File: src/rtl/alux_pkg.sv
// Shared encodings and size helpers for the repeat shift/rotate unit.
package alux_pkg;

    // Operation encodings
    localparam logic [1:0] OP_RRC = 2'b00;
    localparam logic [1:0] OP_RRA = 2'b01;
    localparam logic [1:0] OP_RLA = 2'b10;
    localparam logic [1:0] OP_RRU = 2'b11;

    // Operand size encodings (2'b11 is reserved and behaves as word)
    localparam logic [1:0] SZ_BYTE = 2'b00;
    localparam logic [1:0] SZ_WORD = 2'b01;
    localparam logic [1:0] SZ_ADDR = 2'b10;

    typedef enum logic [0:0] {
        ST_IDLE  = 1'b0,
        ST_SHIFT = 1'b1
    } state_t;

    // Index of the active MSB for a given size; data_w is the address-word width.
    function automatic int unsigned size_msb(input logic [1:0] sz, input int unsigned data_w);
        int unsigned m;
        case (sz)
            SZ_BYTE: m = 32'd7;
            SZ_ADDR: m = data_w - 32'd1;
            default: m = 32'd15;
        endcase
        return m;
    endfunction

    // Mask of the active bits for a given size (widths up to 32 bits).
    function automatic logic [31:0] size_mask(input logic [1:0] sz, input int unsigned data_w);
        logic [31:0] m;
        case (sz)
            SZ_BYTE: m = 32'h0000_00FF;
            SZ_ADDR: begin
                if (data_w >= 32'd32) begin
                    m = 32'hFFFF_FFFF;
                end else begin
                    m = (32'd1 << data_w) - 32'd1;
                end
            end
            default: m = 32'h0000_FFFF;
        endcase
        return m;
    endfunction

endpackage

File: src/rtl/alux_shift_step.sv
// Combinational single-bit shift/rotate step on a size-masked operand.
module alux_shift_step
    import alux_pkg::*;
#(
    parameter int unsigned DATA_W = 20
) (
    input  logic [DATA_W-1:0] x,
    input  logic              c,
    input  logic [1:0]        op,
    input  logic [1:0]        size,
    output logic [DATA_W-1:0] x_next,
    output logic              c_next
);

    localparam int unsigned IDX_W = $clog2(DATA_W);

    logic [IDX_W-1:0]  msb_s;
    logic [DATA_W-1:0] mask_s;
    logic [DATA_W-1:0] top_s;
    logic [DATA_W-1:0] raw_s;

    assign msb_s  = IDX_W'(size_msb(size, DATA_W));
    assign mask_s = DATA_W'(size_mask(size, DATA_W));
    assign top_s  = DATA_W'(1'b1) << msb_s;

    // Select the bit entering at the active MSB (or LSB for RLA) and the bit leaving.
    always_comb begin
        raw_s  = x;
        c_next = c;
        case (op)
            OP_RRC: begin
                c_next = x[0];
                raw_s  = (x >> 1'b1) | (c ? top_s : {DATA_W{1'b0}});
            end
            OP_RRA: begin
                c_next = x[0];
                raw_s  = (x >> 1'b1) | (x[msb_s] ? top_s : {DATA_W{1'b0}});
            end
            OP_RLA: begin
                c_next = x[msb_s];
                raw_s  = x << 1'b1;
            end
            OP_RRU: begin
                c_next = x[0];
                raw_s  = x >> 1'b1;
            end
            default: begin
                c_next = c;
                raw_s  = x;
            end
        endcase
    end

    // Bits above the active MSB are always forced to zero.
    assign x_next = raw_s & mask_s;

endmodule

File: src/rtl/alux_repeat_shifter.sv
// Multi-cycle repeat shift/rotate unit: one single-bit step per clock for
// count_m1+1 steps, with registered result and flags held until the next op.
module alux_repeat_shifter
    import alux_pkg::*;
#(
    parameter int unsigned DATA_W = 20,
    parameter int unsigned CNT_W  = 4
) (
    input  logic              clk,
    input  logic              rst,
    input  logic              start,
    input  logic [1:0]        op,
    input  logic [1:0]        size,
    input  logic [CNT_W-1:0]  count_m1,
    input  logic [DATA_W-1:0] src,
    input  logic              Cin,
    input  logic              Vin,
    input  logic              Nin,
    input  logic              Zin,
    output logic              busy,
    output logic              done,
    output logic [DATA_W-1:0] result,
    output logic              Cout,
    output logic              Vout,
    output logic              Nout,
    output logic              Zout
);

    localparam int unsigned IDX_W = $clog2(DATA_W);

    state_t            state_r;
    state_t            next_state_s;

    logic [DATA_W-1:0] x_r;
    logic              c_r;
    logic [1:0]        op_r;
    logic [1:0]        size_r;
    logic [CNT_W-1:0]  cnt_r;

    logic [DATA_W-1:0] x_next_s;
    logic              c_next_s;
    logic [DATA_W-1:0] load_mask_s;
    logic [IDX_W-1:0]  msb_r_s;

    logic              load_s;
    logic              step_s;
    logic              finish_s;

    logic              busy_r;
    logic              done_r;
    logic [DATA_W-1:0] result_r;
    logic              cout_r;
    logic              vout_r;
    logic              nout_r;
    logic              zout_r;

    // V/N/Z inputs exist only for symmetry with the ALU interface.
    logic              unused_flags_s;
    assign unused_flags_s = Vin ^ Nin ^ Zin;

    assign load_mask_s = DATA_W'(size_mask(size, DATA_W));
    assign msb_r_s     = IDX_W'(size_msb(size_r, DATA_W));

    alux_shift_step #(
        .DATA_W (DATA_W)
    ) u_step (
        .x      (x_r),
        .c      (c_r),
        .op     (op_r),
        .size   (size_r),
        .x_next (x_next_s),
        .c_next (c_next_s)
    );

    // State register.
    always_ff @(posedge clk) begin
        if (rst) begin
            state_r <= ST_IDLE;
        end else begin
            state_r <= next_state_s;
        end
    end

    // Next-state logic: leave SHIFT on the edge that performs the last step.
    always_comb begin
        next_state_s = state_r;
        case (state_r)
            ST_IDLE: begin
                if (start) begin
                    next_state_s = ST_SHIFT;
                end else begin
                    next_state_s = ST_IDLE;
                end
            end
            ST_SHIFT: begin
                if (cnt_r == {CNT_W{1'b0}}) begin
                    next_state_s = ST_IDLE;
                end else begin
                    next_state_s = ST_SHIFT;
                end
            end
            default: next_state_s = ST_IDLE;
        endcase
    end

    // Output/control decode: load on accepted start, step while shifting.
    always_comb begin
        load_s   = 1'b0;
        step_s   = 1'b0;
        finish_s = 1'b0;
        case (state_r)
            ST_IDLE: begin
                load_s = start;
            end
            ST_SHIFT: begin
                step_s   = 1'b1;
                finish_s = (cnt_r == {CNT_W{1'b0}});
            end
            default: begin
                load_s   = 1'b0;
                step_s   = 1'b0;
                finish_s = 1'b0;
            end
        endcase
    end

    // Working operand, carry and remaining-step counter (remaining minus one).
    always_ff @(posedge clk) begin
        if (rst) begin
            x_r    <= {DATA_W{1'b0}};
            c_r    <= 1'b0;
            op_r   <= OP_RRC;
            size_r <= SZ_BYTE;
            cnt_r  <= {CNT_W{1'b0}};
        end else if (load_s) begin
            x_r    <= src & load_mask_s;
            c_r    <= Cin;
            op_r   <= op;
            size_r <= size;
            cnt_r  <= count_m1;
        end else if (step_s) begin
            x_r    <= x_next_s;
            c_r    <= c_next_s;
            cnt_r  <= cnt_r - CNT_W'(1'b1);
        end else begin
            x_r    <= x_r;
            c_r    <= c_r;
            cnt_r  <= cnt_r;
        end
    end

    // Registered outputs; result and flags update only on the final step.
    always_ff @(posedge clk) begin
        if (rst) begin
            busy_r   <= 1'b0;
            done_r   <= 1'b0;
            result_r <= {DATA_W{1'b0}};
            cout_r   <= 1'b0;
            vout_r   <= 1'b0;
            nout_r   <= 1'b0;
            zout_r   <= 1'b0;
        end else begin
            busy_r <= (next_state_s == ST_SHIFT);
            done_r <= finish_s;
            vout_r <= 1'b0;
            if (finish_s) begin
                result_r <= x_next_s;
                cout_r   <= c_next_s;
                nout_r   <= x_next_s[msb_r_s];
                zout_r   <= (x_next_s == {DATA_W{1'b0}});
            end else begin
                result_r <= result_r;
                cout_r   <= cout_r;
                nout_r   <= nout_r;
                zout_r   <= zout_r;
            end
        end
    end

    assign busy   = busy_r;
    assign done   = done_r;
    assign result = result_r;
    assign Cout   = cout_r;
    assign Vout   = vout_r;
    assign Nout   = nout_r;
    assign Zout   = zout_r;

endmodule

File: config.mk
export PLATFORM = sky130hd
export DESIGN_NAME = alux_repeat_shifter
export DESIGN_NICKNAME = d
export VERILOG_FILES = /design/src/rtl/alux_pkg.sv /design/src/rtl/alux_shift_step.sv /design/src/rtl/alux_repeat_shifter.sv
export SDC_FILE = /design/constraint.sdc
export NUM_CORES = 1
export LEC_CHECK = 0
export ABC_AREA = 1
export BUFFER_PORTS_ARGS = -buffer_cell sky130_fd_sc_hd__buf_2
export CAP_MARGIN = 10
export CORE_ASPECT_RATIO = 1.75
export CORE_UTILIZATION = 32
export CTS_CLUSTER_SIZE = 24
export DETAILED_ROUTE_END_ITERATION = 10
export PLACE_DENSITY_LB_ADDON = 0.15
export SYNTH_ARGS = -nofsm -noshare
export SYNTH_HDL_FRONTEND = slang
export SYNTH_SLANG_ARGS = --single-unit
File: constraint.sdc
create_clock -name clk -period 3 [get_ports clk]
set_clock_uncertainty 0.15 [all_clocks]
set_input_delay 0.15 -clock clk [delete_from_list [all_inputs] [get_ports clk]]
set_output_delay 0.15 -clock clk [all_outputs]
set_load 0.02 [all_outputs]
==> impl_results.md, run 1 <==
* Quantity of I/O buffers inserted on ports at 56
* Clock Sink Count at 54
* Final hold violation count at 0
* CP bufs+invs at 1
* Nets at 473
* I/O pins at 61
* Data required time of the worst path at 3.10 ns
* DR vias/cell at 4.98
* DRT iter0 DRCs at 126
* Cell area after synthesis at 0.00258 mm2
* Wirelength per Cell at 14.3 um
* Final Setup Violations at 0
* Startpoint types: register
* Rel. slew slack at 49.3%
* Critical register-to-register path startpoint: op_r[1]$_SDFFE_PP0P_
* Slew Viols, Final at 0
* Overall power at 1.74 mW
* Vias in the first global route at 2507
* Crit path cell chain: inv_2 -> nor2_4 -> nand2_1 -> nand3_1 -> nand2_1 -> nor2_1 -> nand2_1 -> nor2_1 -> nand3_1 -> nand2_1
* CTS Buffer Depth at 2
* Worst-skew pair later-pin latency at 0.30 ns
* Minimum clock period at 2.05 ns
* Syn nets at 409
* Register Area at 0.00108 mm2
* Synth Flop Type: dfxtp_1
* Fmax at 487 MHz
* Dpl cells at 502
* Clock-pin slew on the worst setup and hold paths at 0.08 ns
* Synth top cells by count: nand2_1, dfxtp_1, nand3_1
* Met2 GRT Util at 34.4%
* Avg Cell Area, Syn at 6.95 um2
* Slew @ Worst Pin at 0.760 ns
* Stages on worst setup path at 10
* Most common cell on crit path: nand2_1
* Total Routed Length at 7530 um
* Warnings from Yosys at 0
* Crit path max-delay family: simple AND/OR/NAND/NOR gates
* RSZ-0062 raised after global routing: no
* Reg-to-reg setup timing slack at 0.95 ns
* Non-filler cells, final at 527
* Global-route wire length before repair at 12100 um
* Largest net degree at the start of global routing at 25
* Tcrit/Tclk final at 68.4%
* Total grt overflow at 0
* Inserted Clock Buffers at 5
* #FFs+latches synth at 54
* Row count at 43
* Critical path type: reg2reg
* Status: finished, final reports clean
* Post-cts resize count at 0
* Count leader, synth: nand2_1
* R2R cell count at 10
* Biggest fanout along the worst timing path at 14
* # fillers at 871
* Setup Buffers After CTS at 0
* Pwr per Cell Area at 539 mW/mm2
* Min-Delay Startpoint: op[0]
* Drt drc at 0
* Most used routing layer: met2
* Hold_ws at 0.00818 ns
* TNS Setup at 0 ns
* Worst Hold Path EP: op_r[0]$_SDFFE_PP0P_
* EDFF count, synth at 0
* CP Capture Type: register
* Starting Density at 32.9%
* Final Wtd Congestion at 0.815
* M1 GR Usage at 19.1%
* Root Buffer: clkbuf_16
* Sequential area share after synthesis at 41.8%
* Area delta synth->final at 24.6%
* Pleak at 1.46 nW
* Post-route ant nets at 0
* Die ar. at 0.00846 mm2
* Hpwl dp at 5360 um
* Cells after Synth at 372
* Share of cells above drive strength 1 at 17.6%
* Data arrival time of the critical path at 2.15 ns
* Met3 capacity usage during global routing at 2.74%
* Max incr delay on CP at 0.71 ns
* ANT cells at 0
* Core area at 0.00786 mm2
* Synth area leader: dfxtp_1
* Die outline width at 69.9 um
* GRT Total Usage at 18.4%
* WHS Path Cells at 3
* Slowest CP cell: dfxtp_1
* Synth top area share at 41.8%
* CTS tree: done
* CTS HTree Levels at 2
* TritonRoute pass-1 iters at 6
* Hold Path Class: in2reg
* Netlist cell types at 31
* Initial antenna violation count at 0
* Max-cap viol count at 0
* DIE HEIGHT at 121 um
* Footprint of the multi-input gates at 0.00127 mm2
* Reg-to-Reg End: Zout$_SDFFE_PP0P_
* Post-synth ARST share at 0%
* Vias at 2626
* Max VDD drop at 0.248 mV
* Main area contributors after synthesis: dfxtp_1, nand2_1, nand3_1, a31oi_1, o21ai_0
[stage by stage]
stage                     util [%]  setup slack, ns  instance area [um2]
final                         41.0            0.948                 3220
after floorplan                  -             1.40                 2580
after CTS                     41.0            0.945                 3220
after detailed placement      36.8            0.968                 2890
after global routing          41.0            0.721                 3220
after global placement        36.8            0.973                 2890
[registers in the layout, indices dropped and copies added, names as in the netlist]
signal,count
Nout,1
Cout,1
size_r,2
x_r,20
c_r,1
cnt_r,4
op_r,2
result,20
busy,1
Zout,1
done,1
[where the power goes]
part | internal (mW) | leakage (nW) | total (mW) | switching, mW
clock network | 0.336 | 0.0770 | 0.615 | 0.279
registers | 0.756 | 0.440 | 0.787 | 0.0302
logic | 0.113 | 0.938 | 0.335 | 0.222
total | 1.21 | 1.46 | 1.74 | 0.531
[routing by layer]
metal / up-vias / part of all wire (%)
met3: 19 / 3.9
met2: 64 / 53
li1: 1357 / -
met1: 1186 / 38
met5: - / 0
met4: 0 / 4.6
[worst max-delay path by stage]
stage                                   end                   from
floorplan           result[10]$_SDFFE_PP0P_        busy$_SDFF_PP0_
global placement          Zout$_SDFFE_PP0P_   op_r[1]$_SDFFE_PP0P_
detailed placement        Zout$_SDFFE_PP0P_   op_r[1]$_SDFFE_PP0P_
CTS                       Nout$_SDFFE_PP0P_  cnt_r[0]$_SDFFE_PP0P_
global route              Zout$_SDFFE_PP0P_   op_r[1]$_SDFFE_PP0P_
finish                    Zout$_SDFFE_PP0P_   op_r[1]$_SDFFE_PP0P_
[placed cells by master, fill, tap and decap left out, types with 2 or more instances in the layout]
cell type / n
nand2_1: 124
buf_2: 56
dfxtp_1: 54
nand3_1: 34
inv_1: 29
o21ai_0: 22
nor2_1: 21
a31oi_1: 20
dlygate4sd3_1: 17
nand4_1: 10
a21oi_1: 8
a22o_1: 6
clkbuf_16: 5
inv_2: 4
buf_4: 3
nand2_2: 2
xor2_1: 2
nor2_4: 2
o211ai_1: 2
o21ai_1: 2
ha_1: 2
clkinv_4: 2
[tightest hold or removal path, delay by kind of cell]
| family | cells | cell delay (ns) |
|---|---|---|
| buffers and inverters | 1 | 0.08 |
| AOI/OAI and AO/OA | 2 | 0.18 |
[layout make-up]
cell class / instances / area share [%]
multi-input combinational: 266 / 39.5
timing repair buffer: 76 / 14.7
clock inverter: 2 / 0.544
clock buffer: 6 / 4.31
tap: 90 / 3.50
sequential: 54 / 33.6
inverter: 33 / 3.85
[logic make-up (layout without fill, tap and decap cells)]
kind of cell,count (synthesis),in the layout,share of synthesized area (%)
AO/OA/AOI/OAI,64,64,14.9
XOR/XNOR,2,2,0.678
adder cells (fa/ha/maj),2,2,0.968
buffers and inverters,52,117,8.91
flip-flops,54,54,41.8
other,1,1,0.145
AND/OR/NAND/NOR,197,197,32.6
[what timing repair did]
action | CTS | global route
endpoints found under the hold margin | 17 | 0
hold buffers | 17 | 0
endpoints found under the setup margin | 0 | 0
Note: power is estimated with default switching activity, not from simulation.
==> run 2, diff against run 1 <==
==> constraint.sdc (replaced) <==
create_clock -name clk -period 1.75 [get_ports clk]
set_clock_uncertainty 0.15 [all_clocks]
set_input_delay 0.0875 -clock clk [delete_from_list [all_inputs] [get_ports clk]]
set_output_delay 0.0875 -clock clk [all_outputs]
set_load 0.02 [all_outputs]
==> run 2 against run 1 <==
Effect of this change:
- critical path depth is the same
- critical endpoint is now result[15]$_SDFFE_PP0P_
- combinational power grew 130%
- routed wire length grew 5.7%
==> impl_results.md, run 2 (synthesis gave the netlist of run 1 again) <==
* Status: finished, final reports clean
* RSZ-0062 raised after global routing: yes
* Core area at 0.00786 mm2 (unchanged)
* Crit. Startpoint: cnt_r[0]$_SDFFE_PP0P_
* Hold Path Class: in2reg
* Minimum clock period at 1.71 ns (-0.338 ns)
* Rel. slew slack at 66.0% (+17 points)
* ANT cells at 0 (unchanged)
* Data required time of the worst path at 1.83 ns (-1.27 ns)
* Crit path to: result[15]$_SDFFE_PP0P_
* Clock-pin slew on the worst setup and hold paths at 0.07 ns (about the same)
* Final Wtd Congestion at 0.788 (-3.3%)
* Max VDD drop at 0.414 mV (+67%)
* Vias in the first global route at 2571 (+2.6%)
* CP Capture Type: register
* DRT iter0 DRCs at 156 (+24%)
* Non-filler cells, final at 581 (+10%)
* Post-route ant nets at 0 (unchanged)
* CTS Buffer Depth at 2 (unchanged)
* # fillers at 845 (-3.0%)
* Reg-to-reg setup timing slack at 0.04 ns (-0.91 ns)
* Nets at 527 (+11%)
* Hold_ws at 0.0363 ns (+0.0281 ns)
* DIE HEIGHT at 121 um (unchanged)
* Critical register-to-register path startpoint: cnt_r[0]$_SDFFE_PP0P_
* CTS tree: done
* Global-route wire length before repair at 12300 um (+1.7%)
* Crit path max-delay family: buffers and inverters
* Commonest non-fill, non-tap cell in the layout: nand2_1
* Slew Viols, Final at 0 (unchanged)
* Stages on worst setup path at 10 (unchanged)
* Pwr per Cell Area at 844 mW/mm2 (+57%)
* Pleak at 1.71 nW (+18%)
* Fin worst setup slack at 0.0360 ns (-0.912 ns)
* Data arrival time of the critical path at 1.79 ns (-0.36 ns)
* Crit path cell chain: inv_2 -> ha_4 -> nand2_2 -> nor2_4 -> inv_2 -> buf_4 -> nor2_4 -> clkinv_4 -> buf_4 -> o21ai_0
* Worst-skew pair later-pin latency at 0.30 ns (about the same)
* DR vias/cell at 4.80 (-3.7%)
* Critical path type: reg2reg
* TNS Setup at 0 ns (unchanged)
* Most frequent cells in the layout: nand2_1, buf_2, dfxtp_1, buf_4, nand3_1
* Hpwl dp at 5690 um (+6.2%)
* Starting Density at 32.9% (unchanged)
* Root Buffer: clkbuf_16
* CP bufs+invs at 5 (+4)
* Quantity of I/O buffers inserted on ports at 56 (unchanged)
* TritonRoute pass-1 iters at 7 (+1)
* Drt drc at 0 (unchanged)
* Post-Place Setup Slack at 0.0628 ns (-0.906 ns)
* Wirelength per Cell at 13.7 um (-4.1%)
* Tcrit/Tclk final at 97.9% (+30 points)
* Max incr delay on CP at 0.33 ns (-0.38 ns)
* I/O pins at 61 (unchanged)
* Slew @ Worst Pin at 0.505 ns (-0.255 ns)
* Vias at 2789 (+6.2%)
* CTS HTree Levels at 2 (unchanged)
* Row count at 43 (unchanged)
* Startpoint types: register
* Initial antenna violation count at 0 (unchanged)
* Clock Sink Count at 54 (unchanged)
* Total grt overflow at 0 (unchanged)
* Dpl cells at 534 (+6.4%)
* Total Routed Length at 7960 um (+5.7%)
* GRT Total Usage at 18.8% (+0.36 points)
* Final Setup Violations at 0 (unchanged)
* Area delta synth->final at 44.1%
* Die outline width at 69.9 um (unchanged)
* Biggest fanout along the worst timing path at 7 (-7)
* Max-cap viol count at 0 (unchanged)
* Share of cells above drive strength 1 at 27.1% (+9.5 points)
* Fmax at 583 MHz (+20%)
* R2R cell count at 10 (unchanged)
* Overall power at 3.15 mW (+81%)
* Largest net degree at the start of global routing at 24 (-4.0%)
* Final hold violation count at 0 (unchanged)
* Die ar. at 0.00846 mm2 (unchanged)
* Reg-to-Reg End: result[15]$_SDFFE_PP0P_
* Slowest CP cell: dfxtp_2
* Inserted Clock Buffers at 5 (unchanged)
==> run 2: per-layer routing <==
metal  routed length, um  part of all wire [%]  track usage, %  vias to the layer above
met5                   0                     0               0                        -
met3                 158                   2.0            2.33                       16
met1                3240                    41            19.9                     1258
met2                4250                    53            35.6                       48
li1                    -                     -               -                     1467
met4                 302                   3.8            9.75                        0
==> run 2: final cells by class <==
type                    instances  area, um2  area share, %
well taps                      90        113           3.02
repair buffers                130        932           25.0
multi-input cells             266       1310           35.1
flip-flops and latches         54       1080           29.1
inverters                      33        133           3.56
clock buffers                   6        139           3.73
clock inverters                 2       16.3          0.437
==> run 2: how the worst min path moves through the flow <==
stage / slack [ns] / endpoint / start / cells after the start
floorplan: 0.1 / x_r[16]$_SDFFE_PP0P_ / src[16] / 2
global placement: 0.20 / x_r[17]$_SDFFE_PP0P_ / src[17] / 3
detailed placement: 0.21 / x_r[17]$_SDFFE_PP0P_ / src[17] / 3
CTS: 0.02 / result[19]$_SDFFE_PP0P_ / rst / 4
global route: 0.07 / Cout$_SDFFE_PP0P_ / rst / 4
finish: 0.04 / result[10]$_SDFFE_PP0P_ / rst / 4
==> run 2: what timing repair did <==
action                     4_1_cts  5_1_grt
hold buffers                    29        0
gates resized for setup          0       26
setup endpoints to repair        0       31
setup buffers                    0       10
hold endpoints to repair        29        0
==> run 2: worst reg2reg max path, cell delays in order, from the launching register on <==
cell and delay [ns]:
dfxtp_2 0.33, inv_2 0.07, ha_4 0.13, nand2_2 0.06, nor2_4 0.12, inv_2 0.05
buf_4 0.14, nor2_4 0.18, clkinv_4 0.12, buf_4 0.17, o21ai_0 0.14
==> run 2: per-stage QoR <==
stage | util [%] | area [um2]
floorplan | - | 2580
global placement | 40.1 | 3150
detailed placement | 40.1 | 3150
CTS | 45.7 | 3590
global route | 47.4 | 3730
finish | 47.4 | 3730
==> run 2: where the power goes <==
| group | switching, mW | total (mW) | internal [mW] |
|---|---|---|---|
| combinational | 0.430 | 0.755 | 0.326 |
| sequential | 0.0466 | 1.35 | 1.30 |
| clock | 0.469 | 1.04 | 0.576 |
| total | 0.946 | 3.15 | 2.20 |
==> run 3, diff against run 2 <==
--- a/config.mk
+++ b/config.mk
@@ -12,7 +12,7 @@
 export CORE_UTILIZATION = 32
 export CTS_CLUSTER_SIZE = 24
 export DETAILED_ROUTE_END_ITERATION = 10
-export PLACE_DENSITY_LB_ADDON = 0.15
+export PLACE_DENSITY_LB_ADDON = 0.3
 export SYNTH_ARGS = -nofsm -noshare
 export SYNTH_HDL_FRONTEND = slang
 export SYNTH_SLANG_ARGS = --single-unit
==> run 3 against run 2 <==
Effect of this change:
- non-clock buffer count down 19
- worst setup slack better by 0.092 ns
- cell count down 3.3%
- combinational power down 10%
- final area down 4.3%
- critical path depth down 4
- total power up 0.15%
- die area unchanged
- via count down 1.0%
- critical endpoint is now x_r[6]$_SDFFE_PP0P_
- largest cell class unchanged
==> impl_results.md, run 3 (synthesis gave the netlist of run 1 again) <==
* DIE HEIGHT at 121 um (unchanged)
* TritonRoute pass-1 iters at 4 (-3)
* I/O pins at 61 (unchanged)
* Area delta synth->final at 37.9%
* Slew Viols, Final at 0 (unchanged)
* Hpwl dp at 5360 um (-5.8%)
* Max VDD drop at 0.459 mV (+11%)
* # fillers at 819 (-3.1%)
* Total Routed Length at 7300 um (-8.3%)
* Root Buffer: clkbuf_16
* Quantity of I/O buffers inserted on ports at 56 (unchanged)
* Global-route wire length before repair at 12000 um (-2.8%)
* Minimum clock period at 1.62 ns (-0.0922 ns)
* DRT iter0 DRCs at 92 (-41%)
* Share of cells above drive strength 1 at 22.2% (-4.8 points)
* Inserted Clock Buffers at 5 (unchanged)
* Data required time of the worst path at 1.78 ns (-0.05 ns)
* Fmax at 617 MHz (+5.7%)
* Final Wtd Congestion at 0.853 (+8.3%)
* Vias in the first global route at 2711 (+5.4%)
* Data arrival time of the critical path at 1.65 ns (-0.14 ns)
* Status: finished, final reports clean
* Post-Place Setup Slack at 0.0952 ns (+0.0323 ns)
* Drt drc at 0 (unchanged)
* Wirelength per Cell at 13.0 um (-5.2%)
* R2R cell count at 6 (-4)
* Initial antenna violation count at 0 (unchanged)
* Final hold violation count at 0 (unchanged)
* Die ar. at 0.00846 mm2 (unchanged)
* GRT Total Usage at 17.8% (-1.0 points)
* Post-route ant nets at 0 (unchanged)
* Max-cap viol count at 0 (unchanged)
* Overall power at 3.15 mW (+0.15%)
* Pleak at 1.62 nW (-5.4%)
* Pwr per Cell Area at 883 mW/mm2 (+4.6%)
* Startpoint types: register
* Starting Density at 32.9% (unchanged)
* Biggest fanout along the worst timing path at 13 (+6)
* Worst-skew pair later-pin latency at 0.30 ns (about the same)
* Critical path type: reg2reg
* Clock-pin slew on the worst setup and hold paths at 0.07 ns (about the same)
* CP Capture Type: register
* CTS HTree Levels at 2 (unchanged)
* Total grt overflow at 0 (unchanged)
* CTS tree: done
* CTS Buffer Depth at 2 (unchanged)
* WHS Path Cells at 4 (unchanged)
* Hold Path Class: in2reg
* Nets at 508 (-3.6%)
* DR vias/cell at 4.91 (+2.3%)
* Commonest non-fill, non-tap cell in the layout: nand2_1
* Tcrit/Tclk final at 92.7% (-5.3 points)
* ANT cells at 0 (unchanged)
* Fin worst setup slack at 0.128 ns (+0.0922 ns)
* Clock Sink Count at 54 (unchanged)
* Most frequent cells in the layout: nand2_1, buf_2, dfxtp_1, nand3_1, dlygate4sd3_1
* Largest net degree at the start of global routing at 25 (+4.2%)
* Core area at 0.00786 mm2 (unchanged)
* Final Setup Violations at 0 (unchanged)
* Die outline width at 69.9 um (unchanged)
* Vias at 2760 (-1.0%)
* Row count at 43 (unchanged)
==> run 3: critical path: stages (launching register included) <==
cell and delay, ns:
dfxtp_1 0.44, inv_1 0.14, nand2_2 0.11, clkinvlp_4 0.23, buf_4 0.26, nand2_1 0.09, a31oi_1 0.08
==> run 3: layout make-up <==
type | instances | area [um2] | area share [%]
multi-input cells | 266 | 1290 | 36.3
flip-flops and latches | 54 | 1080 | 30.4
repair buffers | 111 | 781 | 21.9
inverters | 33 | 130 | 3.65
clock buffers | 6 | 129 | 3.61
well taps | 90 | 113 | 3.16
clock inverters | 2 | 37.5 | 1.05
==> run 3: report_power, final <==
| part | total [mW] | internal (mW) | switching [mW] | leakage [nW] |
|---|---|---|---|---|
| logic | 0.677 | 0.274 | 0.403 | 1.10 |
| registers | 1.34 | 1.30 | 0.0465 | 0.440 |
| clock network | 1.13 | 0.676 | 0.453 | 0.0771 |
==> run 3: repair_timing <==
action	CTS	global route
endpoints found under the setup margin	0	27
resized for setup	0	10
setup buffers	0	1
hold buffers	30	0
hold endpoints to repair	29	0
==> run 3: final timing paths <==
check / from / endpoint / slack [ns]
min: start / busy$_SDFF_PP0_ / 0.09
min reg2reg: Zout$_SDFFE_PP0P_ / Zout$_SDFFE_PP0P_ / 0.30
max: busy$_SDFF_PP0_ / x_r[6]$_SDFFE_PP0P_ / 0.13
max reg2reg: busy$_SDFF_PP0_ / x_r[6]$_SDFFE_PP0P_ / 0.13
==> run 3: layer usage <==
| layer | share of wire [%] | track usage [%] |
|---|---|---|
| met3 | 3.5 | 3.24 |
| met4 | 3.4 | 10.4 |
| met5 | 0 | 0 |
| met1 | 41 | 18.4 |
| met2 | 52 | 32.9 |
==> run 3: through the flow <==
step           TNS (ns)  hold WS (ns)  instances  util [%]  area (um2)
2_1_floorplan         0        0.0951        372         -        2580
3_3_place_gp          0         0.205        523      39.0        3060
3_5_place_dp          0         0.214        523      39.0        3060
4_1_cts               0        0.0639        561      45.0        3530
5_1_grt         -0.0103         0.117        562      45.4        3570
6_report              0        0.0918        562      45.4        3570
